$ cat src/rtl/rom_arb_pkg.sv
// Shared constants, FSM state type and window-base helper for the ROM port arbiter.
package rom_arb_pkg;

  localparam int N_PORTS = 8;
  localparam int WINDOW  = 25;
  localparam int DEPTH   = 200;
  localparam int AW      = 8;
  localparam int DW      = 8;
  localparam int IW      = $clog2(N_PORTS);
  localparam int PW      = 9;

  typedef enum logic [1:0] {IDLE, ISSUE, CAPTURE} state_t;

  // Physical base of a port's window; 9 bits so the sum with a local address cannot wrap.
  function automatic logic [PW-1:0] base_of(input logic [IW-1:0] idx);
    return PW'(int'(idx) * WINDOW);
  endfunction

endpackage

$ cat src/rtl/rom_arb_if.sv
// Core-side request/response bus plus the ROM address/data pair seen by the arbiter.
interface rom_arb_if;
  import rom_arb_pkg::*;

  logic [N_PORTS-1:0]    req;
  logic [N_PORTS*AW-1:0] addr;
  logic [N_PORTS-1:0]    ack;
  logic [N_PORTS*DW-1:0] rdata;
  logic [N_PORTS-1:0]    err;
  logic [AW-1:0]         rom_addr;
  logic [DW-1:0]         rom_data;
  logic                  busy;

  modport master (
    output req, addr, rom_data,
    input  ack, rdata, err, rom_addr, busy
  );

  modport slave (
    input  req, addr, rom_data,
    output ack, rdata, err, rom_addr, busy
  );

endinterface

$ cat src/rtl/rr_picker.sv
// Combinational round-robin picker: first requesting port after the last granted one.
module rr_picker
  import rom_arb_pkg::*;
(
  input  logic [N_PORTS-1:0] i_req,
  input  logic [IW-1:0]      i_last,
  output logic [N_PORTS-1:0] o_gnt,
  output logic [IW-1:0]      o_idx
);

  logic          w_found;
  logic [IW-1:0] w_cand;

  always_comb begin
    o_gnt   = '0;
    o_idx   = i_last;
    w_found = 1'b0;
    w_cand  = '0;
    for (int k = 1; k <= N_PORTS; k++) begin
      w_cand = IW'((int'(i_last) + k) % N_PORTS);
      if (!w_found && i_req[w_cand]) begin
        w_found       = 1'b1;
        o_gnt[w_cand] = 1'b1;
        o_idx         = w_cand;
      end
    end
  end

endmodule

$ cat src/rtl/rom_port_arbiter.sv
// Round-robin arbiter sharing one clocked single-port ROM between eight cores,
// each confined to its own 25-byte window.
module rom_port_arbiter
  import rom_arb_pkg::*;
(
  input  logic     clk,
  input  logic     rst_n,
  rom_arb_if.slave bus
);

  state_t             r_state;
  state_t             w_next;
  logic               w_start;
  logic [IW-1:0]      r_last;
  logic [IW-1:0]      r_grant;
  logic [N_PORTS-1:0] r_grant_oh;
  logic               r_oor;
  logic [N_PORTS-1:0] w_gnt_oh;
  logic [IW-1:0]      w_idx;
  logic [AW-1:0]      w_local;
  logic [PW-1:0]      w_phys;
  logic               w_oor;

  rr_picker u_picker (
    .i_req  (bus.req),
    .i_last (r_last),
    .o_gnt  (w_gnt_oh),
    .o_idx  (w_idx)
  );

  assign w_local = bus.addr[w_idx*AW +: AW];
  assign w_phys  = base_of(w_idx) + PW'(w_local);
  assign w_oor   = (w_local >= AW'(WINDOW)) || (w_phys >= PW'(DEPTH));

  always_ff @(posedge clk or negedge rst_n) begin
    if (!rst_n) r_state <= IDLE;
    else        r_state <= w_next;
  end

  always_comb begin
    w_next  = r_state;
    w_start = 1'b0;
    case (r_state)
      IDLE: begin
        if (|bus.req) begin
          w_start = 1'b1;
          w_next  = ISSUE;
        end
      end
      ISSUE:   w_next = CAPTURE;
      CAPTURE: w_next = IDLE;
      default: w_next = IDLE;
    endcase
  end

  assign bus.busy = (r_state != IDLE);

  // Grant capture in IDLE, result return in CAPTURE; ack/err are single-cycle pulses.
  always_ff @(posedge clk or negedge rst_n) begin
    if (!rst_n) begin
      r_last       <= IW'(N_PORTS - 1);
      r_grant      <= '0;
      r_grant_oh   <= '0;
      r_oor        <= 1'b0;
      bus.ack      <= '0;
      bus.err      <= '0;
      bus.rdata    <= '0;
      bus.rom_addr <= '0;
    end else begin
      bus.ack <= '0;
      bus.err <= '0;
      if (w_start) begin
        r_grant      <= w_idx;
        r_grant_oh   <= w_gnt_oh;
        r_oor        <= w_oor;
        bus.rom_addr <= w_oor ? '0 : w_phys[AW-1:0];
      end
      if (r_state == CAPTURE) begin
        for (int i = 0; i < N_PORTS; i++) begin
          if (r_grant_oh[i]) bus.rdata[i*DW +: DW] <= r_oor ? '0 : bus.rom_data;
        end
        bus.ack <= r_grant_oh;
        bus.err <= r_oor ? r_grant_oh : '0;
        r_last  <= r_grant;
      end
    end
  end

endmodule

$ cat src/flat_wrapper.sv
// flat-port wrapper written by rule: the top's interface ports become plain ports
module rom_port_arbiter_flat import rom_arb_pkg::*;
  (clk, rst_n, bus_req, bus_addr, bus_rom_data, bus_ack, bus_rdata, bus_err, bus_rom_addr, bus_busy);
  rom_arb_if bus_i ();
  input  logic clk;
  input  logic rst_n;
  input wire logic [$bits(bus_i.req)-1:0] bus_req;
  input wire logic [$bits(bus_i.addr)-1:0] bus_addr;
  input wire logic [$bits(bus_i.rom_data)-1:0] bus_rom_data;
  output wire logic [$bits(bus_i.ack)-1:0] bus_ack;
  output wire logic [$bits(bus_i.rdata)-1:0] bus_rdata;
  output wire logic [$bits(bus_i.err)-1:0] bus_err;
  output wire logic [$bits(bus_i.rom_addr)-1:0] bus_rom_addr;
  output wire logic [$bits(bus_i.busy)-1:0] bus_busy;
  assign bus_i.req = bus_req;
  assign bus_i.addr = bus_addr;
  assign bus_i.rom_data = bus_rom_data;
  assign bus_ack = bus_i.ack;
  assign bus_rdata = bus_i.rdata;
  assign bus_err = bus_i.err;
  assign bus_rom_addr = bus_i.rom_addr;
  assign bus_busy = bus_i.busy;
  rom_port_arbiter u_core (.clk(clk), .rst_n(rst_n), .bus(bus_i));
endmodule
$ cat config.mk
export PLATFORM = sky130hd
export DESIGN_NAME = rom_port_arbiter_flat
export DESIGN_NICKNAME = d
export VERILOG_FILES = /design/src/rtl/rom_arb_pkg.sv /design/src/rtl/rom_arb_if.sv /design/src/rtl/rr_picker.sv /design/src/rtl/rom_port_arbiter.sv /design/src/flat_wrapper.sv
export SDC_FILE = /design/constraint.sdc
export NUM_CORES = 1
export LEC_CHECK = 0
export ABC_AREA = 1
export CAP_MARGIN = 20
export CORE_ASPECT_RATIO = 1.1
export CORE_UTILIZATION = 45
export DETAILED_ROUTE_END_ITERATION = 16
export PLACE_DENSITY = 0.75
export SYNTH_ARGS = -nofsm -noshare
export SYNTH_HDL_FRONTEND = slang
export SYNTH_SLANG_ARGS = --single-unit
$ cat constraint.sdc
create_clock -name clk -period 11.47 [get_ports clk]
set_input_delay 1.7205 -clock clk [delete_from_list [all_inputs] [get_ports clk]]
set_output_delay 1.7205 -clock clk [all_outputs]
set_load 0.1 [all_outputs]
Yosys cells after proc, flatten, opt, wreduce, memory -nomap -nowiden:

Index checks and enable logic that the tools add are counted.

* add/sub/neg operators: 9
* $mul: 1
* div/mod/pow operators: 0
* $lt $le $gt $ge: 18
* equal/unequal tests: 3
* shift-type cells: 1
* multiplexer cells: 64
* bitwise operators: 7
* reductions and logical operators: 34

Operators with widths (number)
* two-way mux 8 bit: 13
* variable part select 64 x 7 -> 8 bit: 1
* bitwise OR 8 bit: 7
* less-than comparator 3 x 4 -> 1 bit (second input constant): 8
* two-way mux 1 bit: 25
* binary-select mux 1 bit (select 3 bit): 8
* demux 1 bit (select 3 bit): 8
* greater-or-equal comparator 3 x 1 -> 1 bit (second input constant): 8
* two-way mux 3 bit: 8
* AND reduction 2 bit: 8
* logical AND 1 bit: 15
* adder 3 bit (second input constant): 4
* adder 9 x 8 -> 9 bit: 1
* greater-or-equal comparator 9 x 8 -> 1 bit (second input constant): 1
* greater-or-equal comparator 8 x 5 -> 1 bit (second input constant): 1
* multiplier 3 x 5 -> 8 bit (second input constant): 1
* OR reduction 8 bit: 1
* zero test 1 bit: 7
* adder 3 x 1 -> 3 bit (second input constant): 2
* adder 3 x 2 -> 3 bit (second input constant): 2
* one-hot mux 2 bit (2 select lines): 1
* == test 2 x 1 -> 1 bit (second input constant): 1
* == test 2 bit (second input constant): 1
* zero test 2 bit: 1
* 4 further kinds: 4

* register bits after elaboration: 105
* latch bits: 0
* memory bits (writable): 0
* ROM bits: 0
* memories kept: 0

Logic depth before layout (Yosys ltp):

* depth in word-level cells: 30
* gate-level depth with buffers: 42
* mapped depth without buffers: 37

Cells and area by module:

A second synthesis with hierarchy kept.

* cells, all modules: 973
* area total of the unflattened synthesis: 6710.2 sq um

Modules (own cells, without submodules)
* rom_port_arbiter: instances 1, cells an instance 695, area an instance 5323.9 sq um
* rr_picker: instances 1, cells an instance 278, area an instance 1386.3 sq um

Worst setup path after synthesis:

OpenSTA, ideal clock, no wires.

* path kind: input to register
* start point: input bus_req[6]
* end point: register u_core.bus.rom_addr[0]
* arrival: 5211 ps
* data required time: 11402 ps
* slack: 6191 ps
* stages on the path: 35
* path buffers: 2
* cell sequence: nand2_1 > nand3_1 > nand3_1 > nand2_2 > buf_6 > inv_2 > nand3_2 > nand2_1 > nand2_1 > nand2_1 > nand2_1 > nand2_4 > nand2_8 > buf_6 > nand2_1 > nand2_1 > nand2_1 > nand2_1 > nand2_1 > nand2_1 > inv_1 > ha_1 > inv_1 > fa_1 > o21ai_0 > a21oi_1 > o21bai_1 > xor2_1 > a21oi_1 > nand2_1 > nand2_1 > nand3b_4 > nor2_8 > nand3_1 > nand2_1

* longest elaborated chain between the ends: 29

Ends and longest elaborated chain
* from (decl): RTL line flat_wrapper.sv:7 `input wire logic [$bits(bus_i.req)-1:0] bus_req;`
* binary-select mux 1 bit (select 3 bit): RTL line rr_picker.sv:21 `if (!w_found && i_req[w_cand]) begin`
* two-way mux 1 bit (implied by the code): RTL line rr_picker.sv:21
* two-way mux 1 bit: RTL line rr_picker.sv:21
* zero test 1 bit: RTL line rr_picker.sv:21
* logical AND 1 bit: RTL line rr_picker.sv:21
* two-way mux 1 bit: RTL line rr_picker.sv:21
* zero test 1 bit: RTL line rr_picker.sv:21
* logical AND 1 bit: RTL line rr_picker.sv:21
* [13 not listed]
* zero test 1 bit: RTL line rr_picker.sv:21
* logical AND 1 bit: RTL line rr_picker.sv:21
* two-way mux 3 bit: RTL line rr_picker.sv:21
* multiplier 3 x 5 -> 8 bit / variable part select 64 x 7 -> 8 bit (equally long branches): RTL line rom_arb_pkg.sv:16, rom_port_arbiter.sv:31
* adder 9 x 8 -> 9 bit: RTL line rom_port_arbiter.sv:32 `assign w_phys = base_of(w_idx) + PW'(w_local);`
* greater-or-equal comparator 9 x 8 -> 1 bit: RTL line rom_port_arbiter.sv:33 `assign w_oor = (w_local >= AW'(WINDOW)) || (w_phys >= PW'(DEPTH));`
* logical OR 1 bit: RTL line rom_port_arbiter.sv:33
* two-way mux 8 bit: RTL line rom_port_arbiter.sv:76 `bus.rom_addr <= w_oor ? '0 : w_phys[AW-1:0];`
* to (signal assigned): RTL line rom_port_arbiter.sv:76
* to (decl): RTL line rom_arb_if.sv:21 `output ack, rdata, err, rom_addr, busy`

Several ways; a longest one is shown, not always the timed one. The select of a mux whose other input is x is not followed.
A chain may end at the register's enable or synchronous reset.

Final worst setup path:

* start point: register u_core.r_last[0]
* end point: register u_core.bus.rom_addr[3]

* longest elaborated chain between the ends: 30

Ends and longest elaborated chain
* from (decl): RTL line rom_port_arbiter.sv:14 `logic [IW-1:0] r_last;`
* from (signal assigned): RTL line rom_port_arbiter.sv:61 `r_last <= IW'(N_PORTS - 1);`
* from (signal assigned): RTL line rom_port_arbiter.sv:84 `r_last <= r_grant;`
* adder 3 x 1 -> 3 bit: RTL line rr_picker.sv:20 `w_cand = IW'((int'(i_last) + k) % N_PORTS);`
* binary-select mux 1 bit (select 3 bit): RTL line rr_picker.sv:21
* two-way mux 1 bit (implied by the code): RTL line rr_picker.sv:21
* two-way mux 1 bit: RTL line rr_picker.sv:21
* zero test 1 bit: RTL line rr_picker.sv:21
* logical AND 1 bit: RTL line rr_picker.sv:21
* two-way mux 1 bit: RTL line rr_picker.sv:21
* zero test 1 bit: RTL line rr_picker.sv:21
* [14 not listed]
* zero test 1 bit: RTL line rr_picker.sv:21
* logical AND 1 bit: RTL line rr_picker.sv:21
* two-way mux 3 bit (*): RTL line rr_picker.sv:21
* multiplier 3 x 5 -> 8 bit / variable part select 64 x 7 -> 8 bit (equally long branches): RTL line rom_arb_pkg.sv:16, rom_port_arbiter.sv:31
* adder 9 x 8 -> 9 bit: RTL line rom_port_arbiter.sv:32
* greater-or-equal comparator 9 x 8 -> 1 bit: RTL line rom_port_arbiter.sv:33
* logical OR 1 bit: RTL line rom_port_arbiter.sv:33
* two-way mux 8 bit (*): RTL line rom_port_arbiter.sv:76

Mark *: on every way between the ends. The rest lies on a longest branch, timed or not. The select of a mux whose other input is x is not followed.

==> impl_metrics.env <==
export IMPL_drc_errors=0
export IMPL_routabilityCongestion=0.903
export IMPL_cp_end_kind="flop"
export IMPL_core_area_um2=14000
export IMPL_hpwl_um=12400
export IMPL_hp_class="flop to flop"
export IMPL_hp_start="u_core.r_state[1]$_DFFE_PN0P_"
export IMPL_max_freq_ghz=0.153
export IMPL_max_slew_margin_rel_pct=31.3
export IMPL_wl_um=16500
export IMPL_clock_path_buffers=2
export IMPL_diodes=0
export IMPL_reg2reg_to="u_core.bus.rom_addr[3]$_DFFE_PN0P_"
export IMPL_dr_first_iter_drc_count=338
export IMPL_yosys_warnings=0
export IMPL_clkSlewWorstSetupHoldPaths_ps=70
export IMPL_grt_usage_pct=23.3
export IMPL_worst_r2r_cell_count=33
export IMPL_finalCritPeriodShare_pct=57.0
export IMPL_grt_pass1_vias=5580
export IMPL_placed_cell_area_um2=8300
export IMPL_cpMaxStageDelayCell="dfstp_2"
export IMPL_syn_area_um2=6550
export IMPL_drv_cap=0
export IMPL_mostFrequentLayoutCell="nand2_1"
export IMPL_synth_cell_type_count=47
export IMPL_hold_viol=0
export IMPL_final_max_slew_viol_count=0
export IMPL_crit_start="u_core.r_last[0]$_DFFE_PN1P_"
export IMPL_grt_ovfl_total=0
export IMPL_synth_cells=779
export IMPL_critPathKind="flop to flop"
export IMPL_postCtsSetupRepairBufs=0
export IMPL_area_delta_synth_final_pct=30.9
export IMPL_root_buffer="clkbuf_16"
export IMPL_die_area_um2=15000
export IMPL_synth_nets=881
export IMPL_htreeDepth=3
export IMPL_dr_total_vias=5749
export IMPL_grt_antenna_before_repair=0
export IMPL_rsz0062_at_grt="no"
export IMPL_fin_crit_ps=6540
export IMPL_required_ps=11750
export IMPL_min_path_cells=1
export IMPL_clock_latency_ps=340
export IMPL_stdcell_area_um2=8570
export IMPL_grt_first_pass_wirelength_um=27600
export IMPL_crit_buf_inv=3
export IMPL_cts_sinks=105
export IMPL_post_cts_resized=0
export IMPL_final_layout_size_suffix_gt1_share_pct=14.3
export IMPL_setup_viol=0
export IMPL_wl_per_cell_um=14.6
export IMPL_startpoint_type="flop"
export IMPL_path_depth=33
export IMPL_dr_pass1_iters=5
export IMPL_fin_skew_ps=7.93
export IMPL_final_cell_mix="nand2_1, clkdlybuf4s50_1, dfrtp_1"
export IMPL_reg2reg_from="u_core.r_last[0]$_DFFE_PN1P_"
export IMPL_die_width_um=117
export IMPL_status="finished clean"
export IMPL_path_max_fanout=46
export IMPL_tns_ps=0
export IMPL_nets=1039
export IMPL_worstMarginPinSlew_ps=1030
export IMPL_crit_top_cell="nand2_1"
export IMPL_grt_max_degree=71
export IMPL_start_util_pct=46.7
export IMPL_finalNonFillerCells=1130
export IMPL_cts_made_buffers=9
export IMPL_crit_family="simple AND/OR/NAND/NOR gates"
export IMPL_vias_per_cell=5.09
export IMPL_die_h_um=129
export IMPL_cts_tree="done"
export IMPL_worstPathArrival_ps=6820
export IMPL_holdBufCountCts=0
export IMPL_yosysSeqAreaShare_pct=40.2
export IMPL_io_pins=171
export IMPL_postLayoutCoreUtil_pct=61.2
export IMPL_placedCellCount=1114
export IMPL_postSynthAreaPerCell_um2=8.41
export IMPL_rows=45
export IMPL_ant_nets=0
export IMPL_port_buffers=170
export IMPL_synth_seq_cells=105
export IMPL_r2r_slack_ps=4930
export IMPL_cpPeakStageDelay_ps=870
export IMPL_hold_end="u_core.r_state[1]$_DFFE_PN0P_"
==> per-stage QoR <==
step	hold slack [ps]	setup slack, ps
6_report	429	4930
5_1_grt	465	4360
4_1_cts	437	4960
3_5_place_dp	428	4920
3_3_place_gp	413	5020
2_1_floorplan	401	6190
==> worst register-to-register path, delay by kind of cell, from the launching register on <==
kind,cells,cell delay [ps]
AND/OR/NAND/NOR,23,3060
AO/OA/AOI/OAI,4,700
adder cells (fa/ha/maj),2,930
XOR/XNOR,1,150
flip-flops,1,870
buffers and inverters,3,780
==> cell usage after synthesis, drive strengths merged <==
| library cell | number | area (um2) |
|---|---|---|
| a211oi | 1 | 7.51 |
| o21ai | 26 | 149 |
| o2111ai | 8 | 70.1 |
| a21o | 1 | 7.51 |
| clkinv | 2 | 7.51 |
| mux2 | 64 | 721 |
| a21oi | 22 | 114 |
| fa | 1 | 20.0 |
| o21bai | 2 | 15.0 |
| nand3b | 9 | 80.1 |
| nand2 | 249 | 1030 |
| dfstp | 3 | 78.8 |
| ha | 19 | 238 |
| buf | 17 | 168 |
| nand4 | 3 | 33.8 |
| nor3 | 41 | 205 |
| a31oi | 1 | 6.26 |
| nor2 | 42 | 205 |
| xnor2 | 1 | 8.76 |
| inv | 83 | 319 |
| xor2 | 5 | 43.8 |
| o221ai | 8 | 70.1 |
| nand3 | 60 | 355 |
| nor4 | 1 | 6.26 |
| dfrtp | 102 | 2550 |
| or2 | 1 | 6.26 |
| clkbuf | 7 | 27.5 |
==> per-layer routing <==
layer	GRT usage [%]	vias up	part of all wire (%)
met1	29.7	2604	44
met2	40.8	238	48
met4	5.51	0	1.6
li1	-	2882	-
met5	0	-	0
met3	4.52	25	6.3
==> cell families (layout without fill, tap and decap cells) <==
family | count (synthesis) | in the layout | synth area share, %
DFF | 105 | 105 | 40.2
buffers and inverters | 109 | 272 | 7.97
and+or+nand+nor | 406 | 406 | 29.4
muxes | 64 | 64 | 11.0
AOI/OAI and AO/OA | 69 | 69 | 6.71
adders and majority gates | 20 | 20 | 3.94
xor gates and xnor gates | 6 | 6 | 0.802
==> flip-flops by register name, indices dropped and copies added, names as in the netlist <==
| signal | cells |
|---|---|
| u_core.bus.rdata | 64 |
| u_core.bus.ack | 8 |
| u_core.bus.err | 8 |
| u_core.bus.rom_addr | 8 |
| u_core.r_grant_oh | 8 |
| u_core.r_grant | 3 |
| u_core.r_last | 3 |
| u_core.r_state | 2 |
| u_core.r_oor | 1 |
==> worst max path at each step <==
| stage | to | slack, ps |
|---|---|---|
| finish | u_core.bus.rom_addr[3]$_DFFE_PN0P_ | 4930 |
| detailed placement | u_core.bus.rom_addr[3]$_DFFE_PN0P_ | 4920 |
| global placement | u_core.bus.rom_addr[2]$_DFFE_PN0P_ | 5020 |
| floorplan | u_core.bus.rom_addr[0]$_DFFE_PN0P_ | 6190 |
| CTS | u_core.bus.rom_addr[3]$_DFFE_PN0P_ | 4960 |
| global route | u_core.bus.rom_addr[7]$_DFFE_PN0P_ | 4360 |
==> cell type report <==
type / instances / area [um2]
tap: 188 / 235
clock inverter: 6 / 50.0
inverter: 85 / 327
clock buffer: 10 / 229
sequential: 105 / 2630
multi-input combinational: 565 / 3400
fill: 1211 / 5450
timing repair buffer: 171 / 1710
Power is left out: the tool's default activity adds up to more than one toggle a clock period on the data nets, which glitch-free logic cannot reach.
